==> src/rtl/uart_pkg.sv <==
`default_nettype none
// ============================================================================
// Module      : uart_pkg
// Description : State encodings, baud-timing helpers and frame constants for
//               the UART byte receiver. UART_RX_PARITY_EN selects 8E1 framing.
// Revision    : 1.0 - initial release
// ============================================================================
package uart_pkg;

    localparam int DATA_BITS = 8;

`ifdef UART_RX_PARITY_EN
    localparam int STATE_W    = 5;
    localparam int FRAME_BITS = 11;

    localparam logic [4:0] ST_IDLE   = 5'b00001;
    localparam logic [4:0] ST_START  = 5'b00010;
    localparam logic [4:0] ST_DATA   = 5'b00100;
    localparam logic [4:0] ST_STOP   = 5'b01000;
    localparam logic [4:0] ST_PARITY = 5'b10000;
`else
    localparam int STATE_W    = 4;
    localparam int FRAME_BITS = 10;

    localparam logic [3:0] ST_IDLE  = 4'b0001;
    localparam logic [3:0] ST_START = 4'b0010;
    localparam logic [3:0] ST_DATA  = 4'b0100;
    localparam logic [3:0] ST_STOP  = 4'b1000;
`endif

    function automatic int baud_cnt_max(input int clk_freq, input int bps);
        return clk_freq / bps;
    endfunction

    function automatic int baud_mid(input int cnt_max);
        return cnt_max / 2;
    endfunction

endpackage
`default_nettype wire

==> src/rtl/uart_rx_sync.sv <==
`default_nettype none
// ============================================================================
// Module      : uart_rx_sync
// Description : Two-flop synchroniser for the serial line plus a history flop
//               giving a registered falling-edge indication.
// Revision    : 1.0 - initial release
// ============================================================================
module uart_rx_sync (
    input  logic sys_clk,
    input  logic sys_rst_n,
    input  logic rx,
    output logic rx_s,
    output logic fall_edge
);

    logic meta_q, meta_d;
    logic sync_q, sync_d;
    logic hist_q, hist_d;

    always_comb begin
        meta_d = rx;
        sync_d = meta_q;
        hist_d = sync_q;
    end

    // Reset to 1 so a released reset never looks like a start edge.
    always_ff @(posedge sys_clk or negedge sys_rst_n) begin
        if (!sys_rst_n) begin
            meta_q <= 1'b1;
            sync_q <= 1'b1;
            hist_q <= 1'b1;
        end else begin
            meta_q <= meta_d;
            sync_q <= sync_d;
            hist_q <= hist_d;
        end
    end

    assign rx_s      = sync_q;
    assign fall_edge = hist_q & ~sync_q;

endmodule
`default_nettype wire

==> src/rtl/uart_rx_byte.sv <==
`default_nettype none
// ============================================================================
// Module      : uart_rx_byte
// Description : 8N1 UART byte receiver (8E1 when UART_RX_PARITY_EN is defined)
//               producing one-cycle po_flag / po_err strobes.
// Revision    : 1.0 - initial release
// ============================================================================
module uart_rx_byte
    import uart_pkg::*;
#(
    parameter int CLK_FREQ = 50_000_000,
    parameter int UART_BPS = 9600
) (
    input  logic       sys_clk,
    input  logic       sys_rst_n,
    input  logic       rx,
    output logic [7:0] po_data,
    output logic       po_flag,
    output logic       po_err
);

    localparam int BAUD_CNT_MAX = baud_cnt_max(CLK_FREQ, UART_BPS);
    localparam int BAUD_MID     = baud_mid(BAUD_CNT_MAX);
    localparam int CNT_W        = (BAUD_CNT_MAX > 1) ? $clog2(BAUD_CNT_MAX) : 1;

    localparam logic [CNT_W-1:0] CNT_LAST  = CNT_W'(BAUD_CNT_MAX - 1);
    localparam logic [CNT_W-1:0] CNT_MID   = CNT_W'(BAUD_MID);
    localparam logic [3:0]       BITS_DONE = 4'(DATA_BITS);

    logic rx_s;
    logic fall_edge;

    uart_rx_sync u_sync (
        .sys_clk   (sys_clk),
        .sys_rst_n (sys_rst_n),
        .rx        (rx),
        .rx_s      (rx_s),
        .fall_edge (fall_edge)
    );

    logic [STATE_W-1:0] state_q,    state_d;
    logic [CNT_W-1:0]   baud_cnt_q, baud_cnt_d;
    logic [3:0]         bit_cnt_q,  bit_cnt_d;
    logic [7:0]         shift_q,    shift_d;
    logic [7:0]         data_q,     data_d;
    logic               flag_q,     flag_d;
    logic               err_q,      err_d;
    logic               par_err;
    logic               at_mid;
    logic               at_last;

`ifdef UART_RX_PARITY_EN
    logic               par_err_q,  par_err_d;
    assign par_err = par_err_q;
`else
    assign par_err = 1'b0;
`endif

    assign at_mid  = (baud_cnt_q == CNT_MID);
    assign at_last = (baud_cnt_q == CNT_LAST);

    always_comb begin
        state_d    = state_q;
        baud_cnt_d = baud_cnt_q;
        bit_cnt_d  = bit_cnt_q;
        shift_d    = shift_q;
        data_d     = data_q;
        flag_d     = 1'b0;
        err_d      = 1'b0;
`ifdef UART_RX_PARITY_EN
        par_err_d  = par_err_q;
`endif
        if (state_q != ST_IDLE) begin
            baud_cnt_d = at_last ? '0 : baud_cnt_q + 1'b1;
        end

        case (state_q)
            ST_IDLE: begin
                baud_cnt_d = '0;
                if (fall_edge) begin
                    state_d = ST_START;
`ifdef UART_RX_PARITY_EN
                    par_err_d = 1'b0;
`endif
                end
            end
            ST_START: begin
                if (at_mid && rx_s) begin
                    state_d    = ST_IDLE;
                    baud_cnt_d = '0;
                end else if (at_last) begin
                    state_d   = ST_DATA;
                    bit_cnt_d = 4'd0;
                end
            end
            ST_DATA: begin
                if (at_mid) begin
                    shift_d[bit_cnt_q[2:0]] = rx_s;
                    bit_cnt_d               = bit_cnt_q + 4'd1;
                end
                if (at_last && (bit_cnt_q == BITS_DONE)) begin
`ifdef UART_RX_PARITY_EN
                    state_d = ST_PARITY;
`else
                    state_d = ST_STOP;
`endif
                end
            end
`ifdef UART_RX_PARITY_EN
            ST_PARITY: begin
                if (at_mid) begin
                    par_err_d = (rx_s != ^shift_q);
                end
                if (at_last) begin
                    state_d = ST_STOP;
                end
            end
`endif
            ST_STOP: begin
                // Leave at mid-bit so a start bit right after the stop bit is caught.
                if (at_mid) begin
                    state_d    = ST_IDLE;
                    baud_cnt_d = '0;
                    if (rx_s && !par_err) begin
                        data_d = shift_q;
                        flag_d = 1'b1;
                    end else begin
                        err_d = 1'b1;
                    end
                end
            end
            default: begin
                state_d    = ST_IDLE;
                baud_cnt_d = '0;
            end
        endcase
    end

    always_ff @(posedge sys_clk or negedge sys_rst_n) begin
        if (!sys_rst_n) begin
            state_q    <= ST_IDLE;
            baud_cnt_q <= '0;
            bit_cnt_q  <= 4'd0;
            shift_q    <= 8'd0;
            data_q     <= 8'd0;
            flag_q     <= 1'b0;
            err_q      <= 1'b0;
`ifdef UART_RX_PARITY_EN
            par_err_q  <= 1'b0;
`endif
        end else begin
            state_q    <= state_d;
            baud_cnt_q <= baud_cnt_d;
            bit_cnt_q  <= bit_cnt_d;
            shift_q    <= shift_d;
            data_q     <= data_d;
            flag_q     <= flag_d;
            err_q      <= err_d;
`ifdef UART_RX_PARITY_EN
            par_err_q  <= par_err_d;
`endif
        end
    end

    assign po_data = data_q;
    assign po_flag = flag_q;
    assign po_err  = err_q;

endmodule
`default_nettype wire

==> config.mk <==
export PLATFORM = sky130hd
export DESIGN_NAME = uart_rx_byte
export DESIGN_NICKNAME = d
export VERILOG_FILES = /design/src/rtl/uart_pkg.sv /design/src/rtl/uart_rx_sync.sv /design/src/rtl/uart_rx_byte.sv
export SDC_FILE = /design/constraint.sdc
export NUM_CORES = 1
export LEC_CHECK = 0
export CAP_MARGIN = 20
export CORE_MARGIN = 2
export CORE_UTILIZATION = 29
export DETAILED_ROUTE_END_ITERATION = 8
export PLACE_DENSITY_LB_ADDON = 0.12
export SLEW_MARGIN = 25
export SYNTH_ARGS = -nofsm -noshare
export SYNTH_HDL_FRONTEND = slang
export SYNTH_SLANG_ARGS = --single-unit
==> constraint.sdc <==
create_clock -name sys_clk -period 2.2 [get_ports sys_clk]
set_input_delay 0.22 -clock sys_clk [delete_from_list [all_inputs] [get_ports sys_clk]]
set_output_delay 0.22 -clock sys_clk [all_outputs]
set_load 0.01 [all_outputs]
==> out/results.ini <==
[grt]
grt_start_max_net_pins=21
grt_pass1_wl_um=8355
grt_pass1_vias=1610
antenna_found_initial=0
overflow=0
gr-usage-all-layers=0.1244

[clocking]
cts-root-buf=clkbuf_8
tritoncts=yes
clock_sinks=42
clock_path_buffers=2
clk_pin_slew_ns=0.09
ctsResizeCount=0
htreeDepth=2
clk_latency_ns=0.30
cts_inserted_buffers=5

[yosys]
yosys.area.top_type_share=0.4284
syn_nets=207
yosysTopAreaCell=dfrtp_1
netlist_top_cells_area=dfrtp_1, mux2_2, dfstp_2
synth-main-ff-cell=dfrtp_1
ys_ff_latch=42
syn-cell-area_um2=2220
avgSynthCellArea_um2=11.10
async_flop_share=1.000
synth-seq-area-share=0.4758
yosysWarnings=0
syn_inst=200
synth_edf_count=0
ys_types=47

[drt]
wl_um=4795
dr.pass1.iters=4
avgRoutedWirePerCell_um=14.49
ant_nets=0
drc=0
vias_per_cell=4.885
via_count=1617
first_iter_violations=89

[place]
placed_area_um2=2561
routabilityCongestion=0.7597
place_hpwl_um=3527
place_ws_ns=0.1842
io_buffers=12

[final_layout]
syn2layout_area_growth_pct=19.73
n_antenna_cell=0
num-fill-cells=728
seq_area_um2=1056
multi_input_comb_area_um2=1064
final_cell_area_um2=2658
drive_above_1_share=0.2629
final_nets=238

[floorplan]
core_area_um2=7331
initial_core_util=0.3028
num_rows=31
dieArea_um2=8370
die_h_um=91.49
die_w_um=91.49
ioPinCount=13

[power_and_ir_drop]
p_leak_nw=1.106
pwr-share-clk=0.367
intPower_mw=1.039
p_sw_mw=0.3428
p_comb_frac=0.061
power_density_nw_per_um2=519.9
swShare=0.2481
p_seq_frac=0.572
p_total_mw=1.382
peakVddDrop_mv=0.1801

[worst_setup_path]
path_class=reg -> reg
arrival_ns=2.22
worstPathRequired_ns=2.40
cp_max_fo=12
cp-start-kind=flop
cp-end-kind=flop

[timing]
maxSlewHeadroom=0.7327
setup_tns_ns=0
period_needed_ns=2.021
drv_slew=0
setup-violations-final=0
final-hold-violation-count=0
fin_crit_sh=0.9184
setup_slack_ns=0.1794
worstMarginPinSlew_ns=0.3954
fmax_mhz=494.9
clock_skew_ns=0.009400
fin_hold_ws_ns=0.3204
rsz0062_at_grt=false

[outcome]
status=completed

[worst_hold_path]
hp-class=in -> reg

[job]
cap_viol_max_count=0

==> power groups by stage <==
stage	combinational, mW	sequential (mW)	clock (mW)
after floorplan	0.0499	0.799	0
after global placement	0.0863	0.806	0
after detailed placement	0.0846	0.806	0
after CTS	0.0864	0.791	0.530
after global routing	0.0960	0.792	0.558
final	0.0842	0.791	0.507
==> logic make-up after synthesis <==
group	count (synthesis)	share of synthesized area
buffers and inverters	20	0.04509
DFF	42	0.4758
adders and majority gates	4	0.02255
muxes	18	0.09132
and+or+nand+nor	88	0.2610
AOI/OAI and AO/OA	16	0.05693
xor gates and xnor gates	12	0.04735
==> worst max-delay path, cell delays in order (launching register included) <==
cell,delay [ns]
dfstp_2,0.43
or4b_1,0.62
buf_4,0.25
nor4_4,0.27
mux2_1,0.34
==> path summary, 6_finish.rpt <==
kind / from / endpoint / slack (ns) / cells after the start
max in group asynchronous: sys_rst_n / u_sync.rx_s / 1.24 / 3
setup reg to reg: state_q[0] / shift_q[3] / 0.18 / 4
setup / recovery: state_q[0] / shift_q[3] / 0.18 / 4
hold / removal: rx / u_sync.meta_q / 0.32 / 1
min in group asynchronous: sys_rst_n / baud_cnt_q[11] / 0.34 / 2
hold reg to reg: u_sync.meta_q / u_sync.rx_s / 0.36 / 0
==> repair_timing <==
item | CTS | global route
hold buffers | 1 | 0
hold endpoints to repair | 10 | 0
endpoints found under the setup margin | 0 | 0
setup buffers | 0 | 0
==> metal layers <==
metal	global-route usage	share of wire	vias to the layer above
met1	0.1931	0.54	787
met2	0.1691	0.42	32
met3	0.02241	0.029	5
met5	0	0	-
met4	0.04545	0.016	0
li1	-	-	793
==> cell type report <==
| class | count | share of cell area |
|---|---|---|
| Multi-Input combinational cell | 138 | 0.4002 |
| Inverter | 8 | 0.01130 |
| Clock buffer | 6 | 0.02731 |
| Sequential cell | 42 | 0.3974 |
| Clock inverter | 2 | 0.005179 |
| Tap cell | 99 | 0.04661 |
| Timing Repair Buffer | 36 | 0.1121 |
==> cells in the final DEF (no fill, tap or decap), types with 3 or more instances in the layout <==
cell / n
dfstp_2: 4
dfrtp_1: 38
nand2_1: 8
xnor2_1: 6
nor2b_1: 3
nand3_1: 15
nor3_1: 3
nand4_1: 8
clkbuf_8: 5
nor4b_2: 3
xor2_1: 6
nor4b_1: 5
nor2_1: 18
mux2_2: 14
buf_4: 23
inv_1: 8
and2_1: 3
clkdlybuf4s50_1: 11
nor4_1: 5
ha_1: 4
mux2_1: 4
==> Yosys cell counts, drive strengths merged (3+ instances only) <==
master	n
dfrtp	38
xor2	6
xnor2	6
o21ai	3
nor4	9
buf	8
nor2b	3
nor4b	8
clkbuf	4
inv	8
dfstp	4
nand3	15
mux2	18
nor2	19
nand2	8
nor3	3
ha	4
and2	3
nand4	9
==> through the flow <==
stage | util | cells
after floorplan | - | 200
after detailed placement | 0.3494 | 322
after global routing | 0.3625 | 331
final | 0.3625 | 331
after global placement | 0.3494 | 322
after CTS | 0.3625 | 331
==> sequential cells by signal, summed over array words and instances (netlist names) <==
register,cells
baud_cnt_q,13
bit_cnt_q,4
po_data,8
po_err,1
po_flag,1
shift_q,8
state_q,4
u_sync.hist_q,1
u_sync.meta_q,1
u_sync.rx_s,1
Note: power is estimated with default switching activity, not from simulation.
